===== src/rtl/jpc_pkg.sv =====
// Shared widths, fetch FSM state encoding and PC arithmetic for the jpc fetch path.
// Pure declarations, no timing of its own.
// Build option JPC_IFETCH_MISALIGN_EN adds the FAULT state to the fetch FSM encoding.
package jpc_pkg;

  localparam int XLEN = 32;

  // Sequential fetch advances by one 32-bit instruction.
  localparam logic [XLEN-1:0] PC_STEP = XLEN'(4);

  typedef enum logic [2:0] {
    ST_IDLE  = 3'd0,
    ST_REQ   = 3'd1,
    ST_WAIT  = 3'd2,
    ST_HOLD  = 3'd3
`ifdef JPC_IFETCH_MISALIGN_EN
    ,
    ST_FAULT = 3'd4
`endif
  } fetch_state_e;

  // Next sequential PC; the add wraps naturally at 2^XLEN (FFFF_FFFC -> 0).
  function automatic logic [XLEN-1:0] pc_advance(input logic [XLEN-1:0] pc);
    return pc + PC_STEP;
  endfunction

endpackage


===== src/rtl/jpc_ifetch_buf.sv =====
// Holding register for one fetched instruction and its PC, presented to decode.
// Latency: valid rises the cycle after load; the contents stay stable until the next load.
// Backpressure: valid stays high until decode takes the word (valid & ready) or a flush drops it.
module jpc_ifetch_buf
  import jpc_pkg::*;
(
  input  logic            clk,
  input  logic            rst,
  input  logic            load,
  input  logic            flush,
  input  logic            ready,
  input  logic [31:0]     load_inst,
  input  logic [XLEN-1:0] load_pc,
  output logic            valid,
  output logic [31:0]     inst,
  output logic [XLEN-1:0] pc
);

  // Load wins over flush/consume; a flush or handshake only clears valid, the data stays put.
  always_ff @(posedge clk or negedge rst) begin
    if (!rst) begin
      valid <= 1'b0;
      inst  <= '0;
      pc    <= '0;
    end else if (load) begin
      valid <= 1'b1;
      inst  <= load_inst;
      pc    <= load_pc;
    end else if (flush || (valid && ready)) begin
      valid <= 1'b0;
    end
  end

endmodule


===== src/rtl/jpc_ifetch.sv =====
// Instruction fetch: one request/grant/response memory access per PC, result held for decode.
// Latency: 3 cycles per instruction with zero-wait memory (REQ -> WAIT -> HOLD); PC pulse on the response cycle.
// Backpressure: no new request while decode has not taken the held word; redirects always win.
// Build option JPC_IFETCH_MISALIGN_EN: misaligned PCs raise fault_O instead of being fetched.
module jpc_ifetch
  import jpc_pkg::*;
(
  input  logic            clk,
  input  logic            rst,
  input  logic [XLEN-1:0] pc_I,
  output logic [XLEN-1:0] next_pc_O,
  output logic            pc_enable_O,
  input  logic            redirect_I,
  input  logic [XLEN-1:0] redirect_pc_I,
  output logic            imem_req_O,
  output logic [XLEN-1:0] imem_addr_O,
  input  logic            imem_gnt_I,
  input  logic            imem_rvalid_I,
  input  logic [31:0]     imem_rdata_I,
  output logic            inst_valid_O,
  input  logic            inst_ready_I,
  output logic [31:0]     inst_O,
  output logic [XLEN-1:0] inst_pc_O
`ifdef JPC_IFETCH_MISALIGN_EN
  ,
  output logic            fault_O
`endif
);

  fetch_state_e    state;
  logic            discard;     // one response in flight belongs to a squashed fetch
  logic [XLEN-1:0] pend_pc;     // PC of the granted, not yet answered request
  logic [XLEN-1:0] next_pc_q;   // last value driven to jpc_pc

  logic            req_go;
  logic            gnt_hit;
  logic            resp_take;
  logic            outstanding;
  logic [XLEN-1:0] seq_pc;

`ifdef JPC_IFETCH_MISALIGN_EN
  logic misalign;
  assign misalign = (pc_I[1:0] != 2'b00);
  assign req_go   = (state == ST_REQ) && !misalign;
`else
  assign req_go   = (state == ST_REQ);
`endif

  // Request side is a pure decode of the registered state, so it never depends on
  // this cycle's grant/response. Low address bits are always dropped; with the
  // misalign check enabled a request only goes out when they are already zero.
  assign imem_req_O  = req_go;
  assign imem_addr_O = req_go ? {pc_I[XLEN-1:2], 2'b00} : '0;

  assign gnt_hit   = req_go && imem_gnt_I;
  assign resp_take = (state == ST_WAIT) && imem_rvalid_I && !discard && !redirect_I;

  // A redirect leaves a response in flight if the request is still unanswered in
  // WAIT, or is being granted right now; that response must be swallowed.
  assign outstanding = ((state == ST_WAIT) && !imem_rvalid_I) || gnt_hit;

  assign seq_pc = pc_advance(pend_pc);

  // The PC pulse is issued in the same cycle as the triggering event so jpc_pc
  // has the new PC by the time the FSM re-enters REQ.
  always_comb begin
    pc_enable_O = 1'b0;
    next_pc_O   = next_pc_q;
    if (redirect_I) begin
      pc_enable_O = 1'b1;
      next_pc_O   = redirect_pc_I;
    end else if (resp_take) begin
      pc_enable_O = 1'b1;
      next_pc_O   = seq_pc;
    end
  end

  // Fetch sequencing, discard tracking, pending PC, last PC value and fault flag.
  always_ff @(posedge clk or negedge rst) begin
    if (!rst) begin
      state     <= ST_IDLE;
      discard   <= 1'b0;
      pend_pc   <= '0;
      next_pc_q <= '0;
`ifdef JPC_IFETCH_MISALIGN_EN
      fault_O   <= 1'b0;
`endif
    end else begin
      if (pc_enable_O) begin
        next_pc_q <= next_pc_O;
      end

      if (redirect_I) begin
        if (outstanding) begin
          state   <= ST_WAIT;
          discard <= 1'b1;
        end else begin
          state   <= ST_REQ;
          discard <= 1'b0;
        end
`ifdef JPC_IFETCH_MISALIGN_EN
        fault_O <= 1'b0;
`endif
      end else begin
        case (state)
          ST_IDLE: state <= ST_REQ;

          ST_REQ: begin
`ifdef JPC_IFETCH_MISALIGN_EN
            if (misalign) begin
              state   <= ST_FAULT;
              fault_O <= 1'b1;
            end else
`endif
            if (gnt_hit) begin
              pend_pc <= pc_I;
              state   <= ST_WAIT;
            end
          end

          ST_WAIT: begin
            if (imem_rvalid_I) begin
              discard <= 1'b0;
              state   <= discard ? ST_REQ : ST_HOLD;
            end
          end

          ST_HOLD: begin
            if (inst_ready_I) begin
              state <= ST_REQ;
            end
          end

`ifdef JPC_IFETCH_MISALIGN_EN
          ST_FAULT: state <= ST_FAULT;
`endif

          default: state <= ST_IDLE;
        endcase
      end
    end
  end

  // Held instruction towards decode; a redirect squashes whatever is held.
  jpc_ifetch_buf u_buf (
    .clk       (clk),
    .rst       (rst),
    .load      (resp_take),
    .flush     (redirect_I),
    .ready     (inst_ready_I),
    .load_inst (imem_rdata_I),
    .load_pc   (pend_pc),
    .valid     (inst_valid_O),
    .inst      (inst_O),
    .pc        (inst_pc_O)
  );

endmodule

===== config.mk =====
export PLATFORM = sky130hd
export DESIGN_NAME = jpc_ifetch
export DESIGN_NICKNAME = d
export VERILOG_FILES = /design/src/rtl/jpc_pkg.sv /design/src/rtl/jpc_ifetch_buf.sv /design/src/rtl/jpc_ifetch.sv
export SDC_FILE = /design/constraint.sdc
export NUM_CORES = 1
export LEC_CHECK = 0
export CORE_ASPECT_RATIO = 0.5
export CORE_MARGIN = 4
export CORE_UTILIZATION = 40
export DETAILED_ROUTE_END_ITERATION = 7
export HOLD_SLACK_MARGIN = 0.03
export PLACE_DENSITY_LB_ADDON = 0.2
export RECOVER_POWER = 25
export REMOVE_ABC_BUFFERS = 1
export SLEW_MARGIN = 20
export SYNTH_ARGS = -nofsm -noshare
export SYNTH_HDL_FRONTEND = slang
export SYNTH_SLANG_ARGS = --single-unit

===== constraint.sdc =====
create_clock -name clk -period 2.45 [get_ports clk]
set_input_delay 0.3675 -clock clk [delete_from_list [all_inputs] [get_ports clk]]
set_output_delay 0.3675 -clock clk [all_outputs]
set_load 0.01 [all_outputs]

==> flow_metrics.env, run 1 <==
export IMPL_status="complete, but fails checks"
export IMPL_violations="negative setup slack"
export IMPL_cap_violations=0
export IMPL_antenna_found_initial=0
export IMPL_end_kind="output port"
export IMPL_antenna_left=0
export IMPL_p_seq_frac=0.307
export IMPL_final_setup_viol_count=18
export IMPL_io_pins=233
export IMPL_synth_cell_type_count=42
export IMPL_setup_ws_ns=-0.399
export IMPL_htree_levels=4
export IMPL_synthTopCellsByCount="nand2_1, dfrtp_1, clkbuf_1"
export IMPL_powerDensity_nw_per_um2=1090
export IMPL_clkTransAtPathRegs_ns=0.06
export IMPL_pwr_share_comb=0.448
export IMPL_slew_viol_final=0
export IMPL_ys_ff_latch=132
export IMPL_antenna_cells=0
export IMPL_gp_congestion=0.804
export IMPL_tritoncts="built"
export IMPL_r2r_end="next_pc_q[31]$_DFFE_PN0P_"
export IMPL_die_w_um=185
export IMPL_worstSetupStartpointType="register"
export IMPL_rows=31
export IMPL_hp_class="in2reg"
export IMPL_min_to="next_pc_q[17]$_DFFE_PN0P_"
export IMPL_hpwl_mm=14.0
export IMPL_ys_warn_count=0
export IMPL_p_int_mw=7.78
export IMPL_p_sw_frac=0.329
export IMPL_final_core_util=0.714
export IMPL_initial_core_util=0.420
export IMPL_synthTopCellsByArea="dfrtp_1, nand2_1, mux2_2"
export IMPL_power_mw=11.6
export IMPL_dp_cells=1128
export IMPL_ys_flop_type="dfrtp_1"
export IMPL_synth_edf_count=0
export IMPL_portBuffers=230
export IMPL_final_net_count=1089
export IMPL_required_ns=2.08
export IMPL_skew_ns=0.0106
export IMPL_grt_usage=0.219
export IMPL_hold_start="redirect_I"
export IMPL_reg2regPathDepth=9
export IMPL_cts_sinks=132
export IMPL_ir_drop_mv=0.519
export IMPL_drive_above_1_share=0.265
export IMPL_synth_top_area_cell="dfrtp_1"
export IMPL_core_um2=14900
export IMPL_fillCellCount=1084
export IMPL_cts_max_path_buffers=2
export IMPL_seq_area_frac_synth=0.529
export IMPL_drt_iter0_drc=308
export IMPL_grt_setup_unrepaired="true"
export IMPL_final_cells=1196
export IMPL_period_share=1.16
export IMPL_via_count=6073
export IMPL_synth_top_area_share=0.529
export IMPL_routedWlPerCell_um=17.1
export IMPL_max_freq_ghz=0.351
export IMPL_power_share_clock=0.245
export IMPL_final_min_clock_period_ns=2.85
export IMPL_max_slew_worst_pin_slew_ns=1.42
export IMPL_cellLeakagePower_nw=5.30
export IMPL_power_net_switching_mw=3.81
export IMPL_r2r_start="pend_pc[5]$_DFFE_PN0P_"
export IMPL_async_reset_ff_frac=1.00
export IMPL_cts_buffers=17
export IMPL_relSlewSlack=0.0566
export IMPL_dieArea_um2=17800
export IMPL_viasPerCell=5.08
export IMPL_r2r_slack_ns=0.20
export IMPL_drc_errors=0
export IMPL_grt_pass1_wl_mm=30.8
export IMPL_cts_root_buf="clkbuf_16"
export IMPL_syn_cell_area_um2=6240
export IMPL_gr_total_overflow=0
export IMPL_cp_arrival_ns=2.48
export IMPL_drtPass1Iterations=5
export IMPL_syn_avg_cell_area_um2=9.31
export IMPL_place_ws_ns=-0.409
export IMPL_hold_violations=0
export IMPL_area_delta_synth_final_pct=70.0
export IMPL_die_y_um=96.3
export IMPL_clock_latency_ns=0.41
export IMPL_path_class="reg2out"
export IMPL_wirelength_mm=20.5
export IMPL_syn_inst=670
export IMPL_grt_max_degree=55
export IMPL_grt_pass1_vias=6078
export IMPL_worstPathMaxFanout=3
export IMPL_hold_depth=2
export IMPL_synth_most_common_cell="nand2_1"
## critical path, stage by stage (launching register included)
cell and delay (ns):
dfrtp_1 0.36, nand4_2 0.15, or4_4 0.59, buf_6 0.15
or3_4 0.34, a311oi_4 0.25, a21o_1 0.12, buf_2 0.12
## stage by stage
step	hold WS, ns	TNS (ns)	area, um^2
2_1_floorplan	0.0719	-263.62	6040
3_3_place_gp	0.363	-6.25	9280
3_5_place_dp	0.373	-7.20	9280
4_1_cts	0.379	-3.74	10200
5_1_grt	0.391	-5.57	10600
6_report	0.407	-3.69	10600
## power groups by stage
stage                     logic [mW]  registers (mW)  clock network (mW)
after floorplan                 1.52            3.84                   0
after global placement          4.48            3.51                   0
after detailed placement        4.56            3.56                   0
after CTS                       4.80            3.53                2.88
after global routing            5.61            3.66                2.97
final                           5.19            3.56                2.84
## layer usage
metal	global-route usage	wire (um)	share of wire
met5	0	0	0
met4	0.0586	240	0.012
met3	0.0438	1280	0.062
met2	0.395	10300	0.50
met1	0.273	8640	0.42
## how the worst max path moves through the flow
stage                           startpoint            end  cells after the start
finish              pend_pc[5]$_DFFE_PN0P_  next_pc_O[17]                      7
global route        pend_pc[5]$_DFFE_PN0P_  next_pc_O[31]                      8
CTS                 pend_pc[4]$_DFFE_PN0P_  next_pc_O[17]                      7
detailed placement  pend_pc[4]$_DFFE_PN0P_  next_pc_O[17]                      6
global placement    pend_pc[5]$_DFFE_PN0P_  next_pc_O[31]                      7
floorplan             state[0]$_DFFE_PN0P_  next_pc_O[12]                      3
## timing repair
item	CTS	global route
resized for setup	146	94
hold buffers	1	0
pin swaps	34	23
buffers inserted	21	14
endpoints found under the hold margin	51	0
endpoints found under the setup margin	51	63
cloned	0	2
## layout by cell type (no fill, tap or decap), drive strengths merged, types with 5 or more instances in the layout
cell / instances
nand2: 246
clkdlybuf4s50: 164
buf: 133
dfrtp: 132
o21ai: 34
clkbuf: 33
o221ai: 32
mux2: 31
dlymetal6s2s: 31
and2: 30
xnor2: 18
nor2: 12
a21oi: 10
nand4: 9
nand3: 9
xor2: 8
mux2i: 8
nor4: 6
nor3: 6
bufinv: 5
## final cells by class
cell class | count | area (um^2) | share of cell area
sequential | 132 | 3300 | 0.311
clock buffer | 20 | 457 | 0.0431
multi-input combinational | 489 | 3150 | 0.297
tap | 198 | 248 | 0.0234
clock inverter | 11 | 199 | 0.0188
inverter | 2 | 7.51 | 0.000708
timing repair buffer | 344 | 3240 | 0.306
## flip-flops by register name, summed over array words and instances, names as in the netlist
signal	flops
u_buf.pc	32
pend_pc	32
state	2
discard	1
u_buf.inst	32
next_pc_q	32
u_buf.valid	1
## kinds of logic after synthesis
logic type / synth area share
and+or+nand+nor: 0.242
DFF: 0.529
AOI/OAI and AO/OA: 0.0870
buffers and inverters: 0.0337
muxes: 0.0688
xor gates and xnor gates: 0.0365
adders and majority gates: 0.00201
other: 0.000601
No activity file was read; power rests on OpenSTA's default activity.
==> run 2, diff against run 1 <==
SLEW_MARGIN = 10   (was 20)
==> results of run 2 <==
The final DEF is identical to that of run 1; final timing and power are the same.
==> run 3, diff against run 2 <==
CTS_CLUSTER_SIZE = 8   (was not set)
TNS_END_PERCENT = 50   (was not set)
==> flow_metrics.env, run 3 (synthesis results as in run 1) <==
export IMPL_relSlewSlack=0.0529
export IMPL_critPathTopFamily="simple AND/OR/NAND/NOR gates"
export IMPL_cap_violations=0
export IMPL_io_pins=233
export IMPL_slew_viol_final=0
export IMPL_via_count=6030
export IMPL_period_share=1.16
export IMPL_grt_pass1_wl_mm=30.8
export IMPL_hold_violations=0
export IMPL_htree_levels=4
export IMPL_die_y_um=96.3
export IMPL_setup_ws_ns=-0.391
export IMPL_gr_total_overflow=0
export IMPL_crit_path_max_incr_delay_ns=0.58
export IMPL_finalInstanceArea_um2=10600
export IMPL_crit_chain="nand4_2 > or4_4 > buf_6 > or3_4 > a311oi_4 > a21o_1 > buf_2"
export IMPL_cts_root_buf="clkbuf_16"
export IMPL_cts_sinks=132
export IMPL_path_class="reg2out"
export IMPL_hpwl_mm=14.0
export IMPL_final_common_cell="nand2_1"
export IMPL_antenna_found_initial=0
export IMPL_rows=31
export IMPL_final_setup_viol_count=33
export IMPL_worstSetupStartpointType="register"
export IMPL_drive_above_1_share=0.262
export IMPL_grt_max_degree=55
export IMPL_cts_buffers=17
export IMPL_fillCellCount=1102
export IMPL_final_core_util=0.710
export IMPL_hp_class="in2reg"
export IMPL_violations="negative setup slack"
export IMPL_fin_tns_setup_ns=-7.00
export IMPL_crit_path_top_delay_cell="or4_4"
export IMPL_ir_drop_mv=0.678
export IMPL_clkTransAtPathRegs_ns=0.06
export IMPL_final_cell_mix="nand2_1, clkdlybuf4s50_1, dfrtp_1"
export IMPL_grt_usage=0.219
export IMPL_drtPass1Iterations=4
export IMPL_wirelength_mm=20.3
export IMPL_max_freq_ghz=0.352
export IMPL_initial_core_util=0.420
export IMPL_gp_congestion=0.804
export IMPL_final_min_clock_period_ns=2.84
export IMPL_required_ns=2.08
export IMPL_grt_setup_unrepaired="true"
export IMPL_status="complete, but fails checks"
export IMPL_tritoncts="built"
export IMPL_viasPerCell=5.05
export IMPL_routedWlPerCell_um=17.0
export IMPL_cellLeakagePower_nw=5.09
export IMPL_cts_max_path_buffers=2
export IMPL_skew_ns=0.0119
export IMPL_core_um2=14900
export IMPL_antenna_cells=0
export IMPL_max_slew_worst_pin_slew_ns=1.42
export IMPL_portBuffers=230
export IMPL_dieArea_um2=17800
export IMPL_antenna_left=0
export IMPL_worstPathMaxFanout=3
export IMPL_grt_pass1_vias=6067
export IMPL_cp_num_buf_inv=2
export IMPL_placed_area_um2=9280
export IMPL_drt_iter0_drc=294
export IMPL_drc_errors=0
export IMPL_cp_arrival_ns=2.47
export IMPL_die_w_um=185
export IMPL_clock_latency_ns=0.41
export IMPL_final_net_count=1088
export IMPL_area_delta_synth_final_pct=69.2
export IMPL_end_kind="output port"
export IMPL_powerDensity_nw_per_um2=1090
[run 3: cell count changes in the layout (fill, tap and decap cells not counted), moves of 2 or more]
cell             delta
buf_4               -3
buf_6               +3
clkdlybuf4s50_1    +16
dlygate4sd2_1       +2
dlymetal6s2s_1     -15
[run 3: repair_timing]
action,CTS,global route
hold buffers,1,0
cloned,0,1
resized for setup,141,81
pin swaps,34,24
hold endpoints to repair,51,0
endpoints found under the setup margin,51,62
setup buffers,20,15
[run 3: stage by stage]
stage	setup WS, ns	instances	hold WS [ns]	total power [mW]
2_1_floorplan	-2.70	623	0.0719	5.37
3_3_place_gp	-0.319	1128	0.363	8.00
3_5_place_dp	-0.409	1128	0.373	8.11
4_1_cts	-0.415	1180	0.379	11.2
5_1_grt	-0.472	1195	0.400	12.1
6_report	-0.391	1195	0.416	11.5
[run 3: worst register-to-register path, cell delays in order (launching register included)]
cell,delay [ns]
dfrtp_1,0.42
buf_6,0.15
nor2b_1,0.45
buf_8,0.22
buf_4,0.12
nand2_1,0.08
nor2_4,0.09
buf_4,0.29
mux2_2,0.39
[run 3: per-layer routing]
layer / routed length, um / track usage / share of wire
met1: 8560 / 0.274 / 0.42
met2: 10300 / 0.393 / 0.51
met3: 1270 / 0.0442 / 0.063
met4: 165 / 0.0556 / 0.0081
met5: 0 / 0 / 0
[run 3: path summary, 6_finish.rpt]
| check | start | cells past startpoint | to | slack (ns) |
|---|---|---|---|---|
| max in group asynchronous | rst | 3 | pend_pc[0]$_DFFE_PN0P_ | 0.47 |
| hold reg to reg | u_buf.inst[12]$_DFFE_PN0P_ | 2 | u_buf.inst[12]$_DFFE_PN0P_ | 0.47 |
| min in group asynchronous | rst | 2 | u_buf.inst[9]$_DFFE_PN0P_ | 0.82 |
| setup / recovery | pend_pc[5]$_DFFE_PN0P_ | 7 | next_pc_O[17] | -0.39 |
| hold / removal | redirect_I | 2 | next_pc_q[17]$_DFFE_PN0P_ | 0.42 |
| setup reg to reg | state[0]$_DFFE_PN0P_ | 8 | pend_pc[19]$_DFFE_PN0P_ | 0.13 |
[run 3: layout make-up]
| cell class | count | area (um^2) | share of cell area |
|---|---|---|---|
| Inverter | 2 | 7.51 | 0.000711 |
| Clock buffer | 20 | 457 | 0.0433 |
| Clock inverter | 11 | 199 | 0.0188 |
| Tap cell | 198 | 248 | 0.0235 |
| Multi-Input combinational cell | 489 | 3150 | 0.299 |
| Sequential cell | 132 | 3300 | 0.313 |
| Timing Repair Buffer | 343 | 3180 | 0.302 |
[run 3: power breakdown]
part | total, mW | internal (mW) | switching [mW]
logic | 5.08 | 2.83 | 2.25
clock network | 2.83 | 1.86 | 0.966
registers | 3.56 | 3.01 | 0.550
